File: config.mk
export PLATFORM = sky130hd
export DESIGN_NAME = instr_prefetch_decoder
export DESIGN_NICKNAME = d
export VERILOG_FILES = /design/src/rtl/instr_prefetch_decoder_pkg.sv /design/src/rtl/instr_prefetch_decoder_opcode_table.sv /design/src/rtl/instr_prefetch_decoder.sv
export SDC_FILE = /design/constraint.sdc
export NUM_CORES = 1
export LEC_CHECK = 0
export CORE_UTILIZATION = 55
export CTS_BUF_LIST = sky130_fd_sc_hd__clkbuf_16
export CTS_CLUSTER_DIAMETER = 30
export CTS_CLUSTER_SIZE = 28
export DETAILED_ROUTE_END_ITERATION = 7
export PLACE_DENSITY_LB_ADDON = 0.05
export SYNTH_ARGS = -nofsm -noshare
export SYNTH_HDL_FRONTEND = slang
export SYNTH_SLANG_ARGS = --single-unit
File: constraint.sdc
create_clock -name clk -period 6.4 [get_ports clk]
set_clock_uncertainty 0.1 [all_clocks]
set_input_delay 1.28 -clock clk [delete_from_list [all_inputs] [get_ports clk]]
set_output_delay 1.28 -clock clk [all_outputs]
set_load 0.03 [all_outputs]
File: src/rtl/instr_prefetch_decoder_pkg.sv
// Shared decoder definitions: addressing modes, reg_dest and instruction-type
// codes, ALU op codes, and the per-opcode field bundle produced by the table.
package instr_prefetch_decoder_pkg;

  // Addressing modes
  localparam logic [1:0] AM_IMPL = 2'd0;
  localparam logic [1:0] AM_IMM  = 2'd1;
  localparam logic [1:0] AM_ZP   = 2'd2;
  localparam logic [1:0] AM_ABS  = 2'd3;

  // Destination register codes
  localparam logic [2:0] RD_NONE = 3'd0;
  localparam logic [2:0] RD_A    = 3'd1;
  localparam logic [2:0] RD_X    = 3'd2;
  localparam logic [2:0] RD_Y    = 3'd3;
  localparam logic [2:0] RD_MEM  = 3'd4;

  // ALU operation codes
  localparam logic [4:0] ALU_OP_NOP = 5'd0;
  localparam logic [4:0] ALU_OP_ADD = 5'd1;
  localparam logic [4:0] ALU_OP_SUB = 5'd2;
  localparam logic [4:0] ALU_OP_AND = 5'd3;
  localparam logic [4:0] ALU_OP_OR  = 5'd4;
  localparam logic [4:0] ALU_OP_XOR = 5'd5;
  localparam logic [4:0] ALU_OP_SHL = 5'd6;
  localparam logic [4:0] ALU_OP_SHR = 5'd7;
  localparam logic [4:0] ALU_OP_ROL = 5'd8;
  localparam logic [4:0] ALU_OP_ROR = 5'd9;
  localparam logic [4:0] ALU_OP_INC = 5'd10;
  localparam logic [4:0] ALU_OP_DEC = 5'd11;

  // Instruction type codes
  localparam logic [7:0] I_LDA = 8'd0;
  localparam logic [7:0] I_LDX = 8'd1;
  localparam logic [7:0] I_LDY = 8'd2;
  localparam logic [7:0] I_STA = 8'd3;
  localparam logic [7:0] I_STX = 8'd4;
  localparam logic [7:0] I_STY = 8'd5;
  localparam logic [7:0] I_ADC = 8'd6;
  localparam logic [7:0] I_SBC = 8'd7;
  localparam logic [7:0] I_AND = 8'd8;
  localparam logic [7:0] I_ORA = 8'd9;
  localparam logic [7:0] I_XOR = 8'd10;
  localparam logic [7:0] I_ASL = 8'd11;
  localparam logic [7:0] I_LSR = 8'd12;
  localparam logic [7:0] I_ROL = 8'd13;
  localparam logic [7:0] I_ROR = 8'd14;
  localparam logic [7:0] I_INC = 8'd15;
  localparam logic [7:0] I_DEC = 8'd16;
  localparam logic [7:0] I_INX = 8'd17;
  localparam logic [7:0] I_DEX = 8'd18;
  localparam logic [7:0] I_INY = 8'd19;
  localparam logic [7:0] I_DEY = 8'd20;
  localparam logic [7:0] I_JMP = 8'd21;
  localparam logic [7:0] I_NOP = 8'd22;
  localparam logic [7:0] I_BEQ = 8'd23;
  localparam logic [7:0] I_BNE = 8'd24;
  localparam logic [7:0] I_BCS = 8'd25;
  localparam logic [7:0] I_BCC = 8'd26;
  localparam logic [7:0] I_BMI = 8'd27;
  localparam logic [7:0] I_BPL = 8'd28;
  localparam logic [7:0] I_BVC = 8'd29;
  localparam logic [7:0] I_BVS = 8'd30;

  // Decoded control fields for one opcode
  typedef struct packed {
    logic [4:0] alu_op;
    logic       use_alu;
    logic       mem_read;
    logic       mem_write;
    logic [1:0] addr_mode;
    logic [1:0] size;
    logic [7:0] itype;
    logic [2:0] reg_dest;
  } dec_fields_t;

  // Packs one table row
  function automatic dec_fields_t fld(input logic [4:0] alu, input logic ua,
                                      input logic mr, input logic mw,
                                      input logic [1:0] am, input logic [1:0] sz,
                                      input logic [7:0] ty, input logic [2:0] rd);
    dec_fields_t f;
    f.alu_op    = alu;
    f.use_alu   = ua;
    f.mem_read  = mr;
    f.mem_write = mw;
    f.addr_mode = am;
    f.size      = sz;
    f.itype     = ty;
    f.reg_dest  = rd;
    return f;
  endfunction

endpackage

File: src/rtl/instr_prefetch_decoder_opcode_table.sv
// Combinational opcode -> control-field lookup.
// Optional ILLEGAL_TRAP_EN adds an illegal flag for unknown opcodes.
module instr_prefetch_decoder_opcode_table
  import instr_prefetch_decoder_pkg::*;
(
  input  logic [7:0]  opcode_i,
  output dec_fields_t fields_o
`ifdef ILLEGAL_TRAP_EN
  ,
  output logic        illegal_o
`endif
);

  // Table lookup; unknown opcodes fall back to a 1-byte NOP
  always_comb begin
    fields_o = fld(ALU_OP_NOP, 1'b0, 1'b0, 1'b0, AM_IMPL, 2'd1, I_NOP, RD_NONE);
`ifdef ILLEGAL_TRAP_EN
    illegal_o = 1'b0;
`endif
    case (opcode_i)
      8'h0A: fields_o = fld(ALU_OP_SHL, 1'b1, 1'b0, 1'b0, AM_IMPL, 2'd1, I_ASL, RD_A);
      8'h4A: fields_o = fld(ALU_OP_SHR, 1'b1, 1'b0, 1'b0, AM_IMPL, 2'd1, I_LSR, RD_A);
      8'h2A: fields_o = fld(ALU_OP_ROL, 1'b1, 1'b0, 1'b0, AM_IMPL, 2'd1, I_ROL, RD_A);
      8'h6A: fields_o = fld(ALU_OP_ROR, 1'b1, 1'b0, 1'b0, AM_IMPL, 2'd1, I_ROR, RD_A);
      8'hA9: fields_o = fld(ALU_OP_NOP, 1'b0, 1'b0, 1'b0, AM_IMM,  2'd2, I_LDA, RD_A);
      8'hA5: fields_o = fld(ALU_OP_NOP, 1'b0, 1'b1, 1'b0, AM_ZP,   2'd2, I_LDA, RD_A);
      8'hAD: fields_o = fld(ALU_OP_NOP, 1'b0, 1'b1, 1'b0, AM_ABS,  2'd3, I_LDA, RD_A);
      8'hA2: fields_o = fld(ALU_OP_NOP, 1'b0, 1'b0, 1'b0, AM_IMM,  2'd2, I_LDX, RD_X);
      8'hA6: fields_o = fld(ALU_OP_NOP, 1'b0, 1'b1, 1'b0, AM_ZP,   2'd2, I_LDX, RD_X);
      8'hAE: fields_o = fld(ALU_OP_NOP, 1'b0, 1'b1, 1'b0, AM_ABS,  2'd3, I_LDX, RD_X);
      8'hA0: fields_o = fld(ALU_OP_NOP, 1'b0, 1'b0, 1'b0, AM_IMM,  2'd2, I_LDY, RD_Y);
      8'hA4: fields_o = fld(ALU_OP_NOP, 1'b0, 1'b1, 1'b0, AM_ZP,   2'd2, I_LDY, RD_Y);
      8'h85: fields_o = fld(ALU_OP_NOP, 1'b0, 1'b0, 1'b1, AM_ZP,   2'd2, I_STA, RD_A);
      8'h8D: fields_o = fld(ALU_OP_NOP, 1'b0, 1'b0, 1'b1, AM_ABS,  2'd3, I_STA, RD_A);
      8'h86: fields_o = fld(ALU_OP_NOP, 1'b0, 1'b0, 1'b1, AM_ZP,   2'd2, I_STX, RD_X);
      8'h84: fields_o = fld(ALU_OP_NOP, 1'b0, 1'b0, 1'b1, AM_ZP,   2'd2, I_STY, RD_Y);
      8'h69: fields_o = fld(ALU_OP_ADD, 1'b1, 1'b0, 1'b0, AM_IMM,  2'd2, I_ADC, RD_A);
      8'h65: fields_o = fld(ALU_OP_ADD, 1'b1, 1'b1, 1'b0, AM_ZP,   2'd2, I_ADC, RD_A);
      8'hE9: fields_o = fld(ALU_OP_SUB, 1'b1, 1'b0, 1'b0, AM_IMM,  2'd2, I_SBC, RD_A);
      8'hE5: fields_o = fld(ALU_OP_SUB, 1'b1, 1'b1, 1'b0, AM_ZP,   2'd2, I_SBC, RD_A);
      8'h29: fields_o = fld(ALU_OP_AND, 1'b1, 1'b0, 1'b0, AM_IMM,  2'd2, I_AND, RD_A);
      8'h25: fields_o = fld(ALU_OP_AND, 1'b1, 1'b1, 1'b0, AM_ZP,   2'd2, I_AND, RD_A);
      8'h49: fields_o = fld(ALU_OP_XOR, 1'b1, 1'b0, 1'b0, AM_IMM,  2'd2, I_XOR, RD_A);
      8'h45: fields_o = fld(ALU_OP_XOR, 1'b1, 1'b1, 1'b0, AM_ZP,   2'd2, I_XOR, RD_A);
      8'h09: fields_o = fld(ALU_OP_OR,  1'b1, 1'b0, 1'b0, AM_IMM,  2'd2, I_ORA, RD_A);
      8'h05: fields_o = fld(ALU_OP_OR,  1'b1, 1'b1, 1'b0, AM_ZP,   2'd2, I_ORA, RD_A);
      8'hE6: fields_o = fld(ALU_OP_INC, 1'b1, 1'b1, 1'b1, AM_ZP,   2'd2, I_INC, RD_MEM);
      8'hC6: fields_o = fld(ALU_OP_DEC, 1'b1, 1'b1, 1'b1, AM_ZP,   2'd2, I_DEC, RD_MEM);
      8'h4C: fields_o = fld(ALU_OP_NOP, 1'b0, 1'b0, 1'b0, AM_ABS,  2'd3, I_JMP, RD_NONE);
      8'hF0: fields_o = fld(ALU_OP_NOP, 1'b0, 1'b0, 1'b0, AM_IMM,  2'd2, I_BEQ, RD_NONE);
      8'hD0: fields_o = fld(ALU_OP_NOP, 1'b0, 1'b0, 1'b0, AM_IMM,  2'd2, I_BNE, RD_NONE);
      8'hB0: fields_o = fld(ALU_OP_NOP, 1'b0, 1'b0, 1'b0, AM_IMM,  2'd2, I_BCS, RD_NONE);
      8'h90: fields_o = fld(ALU_OP_NOP, 1'b0, 1'b0, 1'b0, AM_IMM,  2'd2, I_BCC, RD_NONE);
      8'h30: fields_o = fld(ALU_OP_NOP, 1'b0, 1'b0, 1'b0, AM_IMM,  2'd2, I_BMI, RD_NONE);
      8'h10: fields_o = fld(ALU_OP_NOP, 1'b0, 1'b0, 1'b0, AM_IMM,  2'd2, I_BPL, RD_NONE);
      8'h50: fields_o = fld(ALU_OP_NOP, 1'b0, 1'b0, 1'b0, AM_IMM,  2'd2, I_BVC, RD_NONE);
      8'h70: fields_o = fld(ALU_OP_NOP, 1'b0, 1'b0, 1'b0, AM_IMM,  2'd2, I_BVS, RD_NONE);
      8'hE8: fields_o = fld(ALU_OP_INC, 1'b1, 1'b0, 1'b0, AM_IMPL, 2'd1, I_INX, RD_X);
      8'hCA: fields_o = fld(ALU_OP_DEC, 1'b1, 1'b0, 1'b0, AM_IMPL, 2'd1, I_DEX, RD_X);
      8'hC8: fields_o = fld(ALU_OP_INC, 1'b1, 1'b0, 1'b0, AM_IMPL, 2'd1, I_INY, RD_Y);
      8'h88: fields_o = fld(ALU_OP_DEC, 1'b1, 1'b0, 1'b0, AM_IMPL, 2'd1, I_DEY, RD_Y);
      8'hEA: fields_o = fld(ALU_OP_NOP, 1'b0, 1'b0, 1'b0, AM_IMPL, 2'd1, I_NOP, RD_NONE);
      default: begin
`ifdef ILLEGAL_TRAP_EN
        illegal_o = 1'b1;
`endif
      end
    endcase
  end

endmodule

File: src/rtl/instr_prefetch_decoder.sv
// Prefetch FIFO + instruction assembler + registered decoded bundle.
// Optional macro ILLEGAL_TRAP_EN: unknown opcodes raise dec_illegal and halt
// emission until flush.
module instr_prefetch_decoder
  import instr_prefetch_decoder_pkg::*;
#(
  parameter int unsigned        DEPTH    = 4,
  parameter int unsigned        PC_W     = 16,
  parameter logic [PC_W-1:0]    RESET_PC = '0
) (
  input  logic            clk,
  input  logic            rst_n,
  input  logic            flush,
  input  logic [PC_W-1:0] flush_pc,
  input  logic            byte_valid,
  input  logic [7:0]      byte_data,
  output logic            byte_ready,
  output logic            dec_valid,
  input  logic            dec_ready,
  output logic [PC_W-1:0] dec_pc,
  output logic [7:0]      dec_opcode,
  output logic [15:0]     dec_operand,
  output logic [4:0]      dec_alu_op,
  output logic            dec_use_alu,
  output logic            dec_mem_read,
  output logic            dec_mem_write,
  output logic [1:0]      dec_addr_mode,
  output logic [1:0]      dec_size,
  output logic [7:0]      dec_type,
  output logic [2:0]      dec_reg_dest
`ifdef ILLEGAL_TRAP_EN
  ,
  output logic            dec_illegal
`endif
);

  localparam int unsigned PTR_W = $clog2(DEPTH);
  localparam int unsigned CNT_W = PTR_W + 1;

  logic [7:0]       mem_q [DEPTH];
  logic [PTR_W-1:0] rd_ptr_q, rd_ptr_d, wr_ptr_q, wr_ptr_d;
  logic [CNT_W-1:0] count_q, count_d;
  logic [PC_W-1:0]  pc_q, pc_d;
  logic             byte_ready_q, byte_ready_d;
  logic             dec_valid_q, dec_valid_d;
  logic [PC_W-1:0]  dec_pc_q, dec_pc_d;
  logic [7:0]       dec_opcode_q, dec_opcode_d;
  logic [15:0]      dec_operand_q, dec_operand_d;
  dec_fields_t      dec_f_q, dec_f_d;
  dec_fields_t      tbl_f;
  logic [7:0]       b0, b1, b2;
  logic [15:0]      operand;
  logic             push, emit, trap_stall;

  // Head window: opcode and up to two operand bytes, wrapping the buffer
  assign b0 = mem_q[rd_ptr_q];
  assign b1 = mem_q[rd_ptr_q + PTR_W'(1)];
  assign b2 = mem_q[rd_ptr_q + PTR_W'(2)];

`ifdef ILLEGAL_TRAP_EN
  logic tbl_illegal;
  logic halt_q, halt_d;
  logic dec_illegal_q, dec_illegal_d;
  assign trap_stall  = halt_q;
  assign dec_illegal = dec_illegal_q;

  instr_prefetch_decoder_opcode_table u_table (
    .opcode_i  (b0),
    .fields_o  (tbl_f),
    .illegal_o (tbl_illegal)
  );
`else
  assign trap_stall = 1'b0;

  instr_prefetch_decoder_opcode_table u_table (
    .opcode_i (b0),
    .fields_o (tbl_f)
  );
`endif

  assign push = byte_valid && byte_ready_q && !flush;
  assign emit = !flush && !trap_stall && (count_q >= CNT_W'(tbl_f.size))
                && (!dec_valid_q || dec_ready);

  // Little-endian operand assembly by instruction length
  always_comb begin
    case (tbl_f.size)
      2'd3:    operand = {b2, b1};
      2'd2:    operand = {8'h00, b1};
      default: operand = 16'h0000;
    endcase
  end

  // Next-state: FIFO pointers/count, head PC, output bundle; flush dominates
  always_comb begin
    rd_ptr_d      = rd_ptr_q;
    wr_ptr_d      = wr_ptr_q;
    pc_d          = pc_q;
    dec_valid_d   = dec_valid_q;
    dec_pc_d      = dec_pc_q;
    dec_opcode_d  = dec_opcode_q;
    dec_operand_d = dec_operand_q;
    dec_f_d       = dec_f_q;
`ifdef ILLEGAL_TRAP_EN
    halt_d        = halt_q;
    dec_illegal_d = dec_illegal_q;
`endif
    if (push) wr_ptr_d = wr_ptr_q + PTR_W'(1);
    count_d = count_q + CNT_W'(push) - (emit ? CNT_W'(tbl_f.size) : CNT_W'(0));
    if (emit) begin
      rd_ptr_d      = rd_ptr_q + PTR_W'(tbl_f.size);
      pc_d          = pc_q + PC_W'(tbl_f.size);
      dec_valid_d   = 1'b1;
      dec_pc_d      = pc_q;
      dec_opcode_d  = b0;
      dec_operand_d = operand;
      dec_f_d       = tbl_f;
`ifdef ILLEGAL_TRAP_EN
      dec_illegal_d = tbl_illegal;
      halt_d        = tbl_illegal;
`endif
    end else if (dec_valid_q && dec_ready) begin
      dec_valid_d = 1'b0;
    end
    if (flush) begin
      rd_ptr_d    = '0;
      wr_ptr_d    = '0;
      count_d     = '0;
      pc_d        = flush_pc;
      dec_valid_d = 1'b0;
`ifdef ILLEGAL_TRAP_EN
      halt_d      = 1'b0;
`endif
    end
    byte_ready_d = (count_d < CNT_W'(DEPTH));
  end

  // State and output registers
  always_ff @(posedge clk or negedge rst_n) begin
    if (!rst_n) begin
      rd_ptr_q      <= '0;
      wr_ptr_q      <= '0;
      count_q       <= '0;
      pc_q          <= RESET_PC;
      byte_ready_q  <= 1'b1;
      dec_valid_q   <= 1'b0;
      dec_pc_q      <= '0;
      dec_opcode_q  <= '0;
      dec_operand_q <= '0;
      dec_f_q       <= '0;
`ifdef ILLEGAL_TRAP_EN
      halt_q        <= 1'b0;
      dec_illegal_q <= 1'b0;
`endif
    end else begin
      rd_ptr_q      <= rd_ptr_d;
      wr_ptr_q      <= wr_ptr_d;
      count_q       <= count_d;
      pc_q          <= pc_d;
      byte_ready_q  <= byte_ready_d;
      dec_valid_q   <= dec_valid_d;
      dec_pc_q      <= dec_pc_d;
      dec_opcode_q  <= dec_opcode_d;
      dec_operand_q <= dec_operand_d;
      dec_f_q       <= dec_f_d;
`ifdef ILLEGAL_TRAP_EN
      halt_q        <= halt_d;
      dec_illegal_q <= dec_illegal_d;
`endif
    end
  end

  // Byte storage; contents are only read behind the count
  always_ff @(posedge clk) begin
    if (push) mem_q[wr_ptr_q] <= byte_data;
  end

  assign byte_ready    = byte_ready_q;
  assign dec_valid     = dec_valid_q;
  assign dec_pc        = dec_pc_q;
  assign dec_opcode    = dec_opcode_q;
  assign dec_operand   = dec_operand_q;
  assign dec_alu_op    = dec_f_q.alu_op;
  assign dec_use_alu   = dec_f_q.use_alu;
  assign dec_mem_read  = dec_f_q.mem_read;
  assign dec_mem_write = dec_f_q.mem_write;
  assign dec_addr_mode = dec_f_q.addr_mode;
  assign dec_size      = dec_f_q.size;
  assign dec_type      = dec_f_q.itype;
  assign dec_reg_dest  = dec_f_q.reg_dest;

endmodule
==> Word-level counts from Yosys, hierarchy flattened <==
Memory sizes are Yosys's and may differ from the RTL's.
Cells that the tools add are included.
{ "totals": {"inputBits": 29, "mem_count": 1, "output_inout_bits": 65, "ff_bits": 88, "word_cells": 96, "mem_bits_rw": 32} }
{ "mem_list": {"columns": ["name", "words", "word_bits", "read_ports", "rd_ports_with_merged_regs", "write_ports", "line", "text"], "rows": [
  ["mem_q", 4, 8, 3, 0, 1, "instr_prefetch_decoder.sv:40", "logic [7:0] mem_q [DEPTH];"]
]} }
{ "op_classes": {"eq_ne": 43, "n_addsub": 7, "reduce_logical": 11, "magnitude_cmp": 2, "n_mux": 15} }
{ "op_table": {"columns": ["operator", "n"], "rows": [
  ["$pmux 22 s41", 1],
  ["$eq 8x8->1 const B", 24],
  ["$eq 8x7->1 const B", 9],
  ["$eq 8x6->1 const B", 4],
  ["$mux 16", 2],
  ["$pmux 16 s2", 1],
  ["$add 16x2->16", 1],
  ["$eq 8x4->1 const B", 2],
  ["$mux 2", 5],
  ["$eq 8x3->1 const B", 1],
  ["$eq 8x5->1 const B", 1],
  ["$logic_and 1x1->1", 5],
  ["$mux 1", 5],
  ["$add 2x1->2 const B", 2],
  ["$eq 2x2->1 const B", 2],
  ["$reduce_bool 2->1", 2],
  ["$add 3x1->3", 1],
  ["$ge 3x2->1", 1],
  ["$lt 3x3->1 const B", 1],
  ["$mux 3", 1],
  ["$reduce_bool 3->1", 1],
  ["$sub 3x2->3", 1],
  ["$add 2x2->2", 1],
  ["$add 2x2->2 const B", 1],
  ["2 further kinds", 3]
]} }

==> Logic depth before layout (Yosys ltp) <==
An unclocked memory read counts as a cell.
{ "logic_depth": {"depth_word": 10, "depth_mapped": 25, "depth_no_buf": 19} }

==> Cells and area by module <==
From an unflattened synthesis, not the netlist that was laid out.
{ "hier_totals": {"cells_unflattened": 585, "area_unflattened_um2": 6781.5} }
{ "by_module_without_submodules": {"columns": ["mod", "n_inst", "area_each_um2", "seq_area_each_um2", "cells_per_inst"], "rows": [
  ["instr_prefetch_decoder", 1, 5531.6, 3164.3, 400],
  ["instr_prefetch_decoder_opcode_table", 1, 1249.9, 0.0, 185]
]} }

==> Least setup slack after synthesis <==
OpenSTA, ideal clock, no wires.
{ "synth_path": {"path_kind": "flip-flop to flip-flop", "start": "reg rd_ptr_q[0]", "end": "reg count_q[2]", "synth_period_minus_slack_ns": 5.414, "setup_time_ns": 0.115, "path_stages_with_launch": 26, "required_time_ns": 6.185, "t_arrival_ns": 5.200, "slack_ns": 0.986, "path_buffers": 6, "path_cell_list": "dfrtp_1 > buf_6 > buf_6 > mux4_2 > buf_6 > and4bb_4 > nand2_1 > o2111ai_1 > nor4_4 > buf_4 > nor2_1 > inv_1 > ha_1 > nand2b_1 > a211oi_1 > or3_1 > clkbuf_1 > buf_1 > nor2_1 > ha_1 > inv_1 > ha_1 > fa_1 > xnor2_1 > nand2_1 > inv_1"} }
{ "synth_lines": {"columns": ["item", "line", "text"], "rows": [
  ["start, declared", "instr_prefetch_decoder.sv:41", "logic [PTR_W-1:0] rd_ptr_q, rd_ptr_d, wr_ptr_q, wr_ptr_d;"],
  ["start signal, assigned", "instr_prefetch_decoder.sv:156", "rd_ptr_q <= rd_ptr_d;"],
  ["end signal, assigned", "instr_prefetch_decoder.sv:158", "count_q <= count_d;"],
  ["end, declared", "instr_prefetch_decoder.sv:42", "logic [CNT_W-1:0] count_q, count_d;"]
]} }

==> out/qor.yml <==
run_status:
  status: "finished clean"
clock_network:
  cts-buffers-inserted: 17
  h-tree-depth: 4
  clkTransAtPathRegs_ps: 60
  ctsLongestPathBuffers: 2
  cts-root-buf: "clkbuf_16"
  cts_sinks: 116
  cts_tree: "built"
  clock_latency_ps: 420
sta:
  finalMaxSlewViolations: 0
  setup_viol: 0
  post-route-period-util_pct: 91.95
  hold_viol: 0
  setup_tns_ps: 0
  rsz0062_at_grt: "no"
  max_freq_ghz: 0.1699
  relSlewSlack_pct: 45.08
  tightest_slew_ps: 823.8
  fin_crit_ps: 5885
logic_synthesis:
  syn_avg_cell_area_um2: 9.752
  synth_compound_area_share_pct: 13.61
  yosysWarnings: 0
  synthCells: 655
  synth-edff-count: 32
  synthSimpleGateAreaFrac_pct: 20.55
  synth-main-ff-cell: "dfrtp_1"
  synthAdderAreaFrac_pct: 2.977
  muxShareOfSynthArea_pct: 7.718
  async_flop_share_pct: 72.41
  ys_types: 69
  synthXorXnorAreaFrac_pct: 2.194
  synth_seq_cells: 116
  netlist_area_um2: 6387
  synth_top_family_by_area: "simple AND/OR/NAND/NOR gates"
  ys_seq_area_share_pct: 47.97
route:
  drc: 0
  first_pass_iters: 5
  wl_per_cell_um: 19.46
  drt_wl_total_um: 17140
  drt_iter0_drc: 473
  vias: 5301
  via_per_inst: 6.017
  ant_nets: 0
final_layout:
  nNetsFinal: 771
  fin_cells: 881
  area_growth_syn_to_layout_pct: 23.62
  layout-drive-gt1-share_pct: 10.53
  n_antenna_cell: 0
  fin_util_pct: 71.28
  num-fill-cells: 791
floorplan:
  rows: 38
  die-area_um2: 12050
  core-area_um2: 11080
  die_h_um: 109.8
  die_w_um: 109.8
  pin_count: 94
  start_util_pct: 57.66
flow_run:
  max-cap-violations: 0
critical_path:
  critical_path.max_fanout: 25
  cp_data_required_time_ps: 6660
  startpoint_type: "flip-flop"
  crit_path_end_kind: "flip-flop"
  critPathKind: "flip-flop to flip-flop"
  cp.arrival_ps: 6150
global_routing:
  grt_max_degree: 65
  grt_use_total_pct: 30.54
  antenna_found_initial: 0
  grt_pass1_vias: 5125
  grt_pass1_wl_um: 27180
  overflow: 0
pwr:
  p_leak_nw: 3.321
  power_density_nw_per_um2: 454.1
  ir_drop_mv: 0.3905
hold_path:
  hold_class: "flip-flop to flip-flop"
placement:
  io_buffers: 89
  place_inst: 849
  dp_hpwl_um: 11860
  finalWeightedCongestion: 0.8897
-- critical path, cell delays in order, from the launching register on --
cell      delay [ps]
dfrtp_2          680
mux4_2           780
nor2b_1          490
o211ai_1         210
a21oi_1          280
nor4_4            90
nor2_1           210
inv_1            120
ha_1             280
nand2b_1         160
a211oi_1         550
or3_2            450
nor2_1           120
ha_1             300
inv_1             40
ha_1             190
fa_1             390
xnor2_1          200
nand2_1          100
inv_1             70
-- per-layer routing --
| metal | wire, um | vias to the layer above | track usage, % |
|---|---|---|---|
| met5 | 0 | - | 0 |
| met1 | 7584 | 2625 | 40.40 |
| met2 | 8264 | 186 | 49.37 |
| met4 | 333 | 0 | 10.57 |
| li1 | - | 2459 | - |
| met3 | 960 | 31 | 7.113 |
-- Yosys cell counts (all sizes together), types with 2 or more instances --
library cell    n  area [um2]
mux2i          20       200.2
and3            4       25.02
nand2         133       501.7
nand2b          7       43.79
nor3            5       30.03
or4             2       15.01
a31oi           6       52.55
mux2           10       112.6
and4bb          3       41.29
o22ai           3       18.77
or2             3       18.77
nor2           42       157.7
xor2            8       70.07
a22o           13       113.9
nor2b          11       68.82
o31ai          10       75.07
nor4            4       40.04
fa              2       40.04
o21ai          48       240.2
dfrtp          83        2077
mux4            8       180.2
o211ai          4       35.03
a21oi          24       120.1
nand3          22       120.1
a211oi          7       52.55
a2111oi         2       17.52
xnor2           8       70.07
nor3b           3       33.78
or3             8       50.05
o2111ai         2       17.52
clkbuf         24       90.09
a211o           3       26.28
ha             12       150.1
inv            17       63.81
buf            26       160.1
nand4           8       50.05
and4            2       17.52
and2            9       56.30
edfxtp         32       960.9
-- report_power, final --
group / leakage [nW] / total, mW / switching [mW] / internal, mW
clock: 0.289 / 0.948 / 0.342 / 0.606
combinational: 1.66 / 1.58 / 1.00 / 0.577
sequential: 1.37 / 1.06 / 0.130 / 0.931
total: 3.32 / 3.59 / 1.47 / 2.11
-- cells by family after synthesis --
family	after synthesis
buf+inv	67
compound gates	132
other cells	1
simple gates	271
flops	116
mux	38
fa+ha+maj	14
xor+xnor	16
-- path summary, 6_finish.rpt --
path / start / end / slack (ps) / cells after the start
min in group asynchronous: rst_n / dec_opcode[3] / 630 / 1
max in group asynchronous: rst_n / rd_ptr_q[1] / 4410 / 2
worst min register to register: dec_pc[3] / dec_pc[3] / 370 / 2
worst min-delay path: dec_pc[3] / dec_pc[3] / 370 / 2
worst max register to register: rd_ptr_q[0] / count_q[2] / 520 / 19
worst max-delay path: rd_ptr_q[0] / count_q[2] / 520 / 19
-- sequential cells by signal (all words and copies together), names as in the netlist, 2 cells and up --
name and count:
count_q 3, dec_addr_mode 2, dec_alu_op 4, dec_opcode 8
dec_operand 16, dec_pc 16, dec_reg_dest 3, dec_size 2
dec_type 5, mem_q 32, pc_q 16, rd_ptr_q 2
wr_ptr_q 2
-- layout by cell type, fill, tap and decap left out, types with 4 or more instances in the layout --
cell and count:
buf_4 13, nand2b_1 7, or3_1 7, dfrtp_1 81, o21ai_0 47, a21oi_1 24
nand3_1 20, nor2b_1 11, xnor2_1 8, and3_1 4, nor3_1 4, nor2_1 42
and2_1 9, mux2i_1 20, mux4_2 8, conb_1 4, xor2_1 8, clkdlybuf4s50_1 88
o31ai_1 10, nand2_1 132, ha_1 12, nand4_1 8, mux2_2 9, inv_1 19
clkbuf_16 17, edfxtp_1 32, a22o_1 13, a211oi_1 7, a31oi_1 5
-- repair_timing --
action	CTS	global route
endpoints found under the setup margin	0	3
hold buffers	0	0
gates resized for setup	0	2
buffers inserted	0	0
-- per-stage QoR --
step	cell area (um2)	hold WS, ps	worst slack [ps]	power, mW
6_report	7896	371.6	515.2	3.586
5_1_grt	7896	401.6	23.21	3.781
4_1_cts	7894	376.6	221.9	3.593
3_5_place_dp	7303	361.4	346.8	2.617
3_3_place_gp	7303	358.9	617.3	2.583
2_1_floorplan	6399	358.6	985.7	2.111
-- cell type report --
class | instances | area [um2] | area share (%)
multi-input cells | 475 | 3022 | 38.27
repair buffers | 101 | 978.4 | 12.39
inverters | 17 | 63.81 | 0.8081
flip-flops and latches | 116 | 3067 | 38.84
clock buffers | 17 | 425.4 | 5.387
clock inverters | 15 | 165.2 | 2.092
well taps | 140 | 175.2 | 2.218
Power figures use the tool's default switching activity.
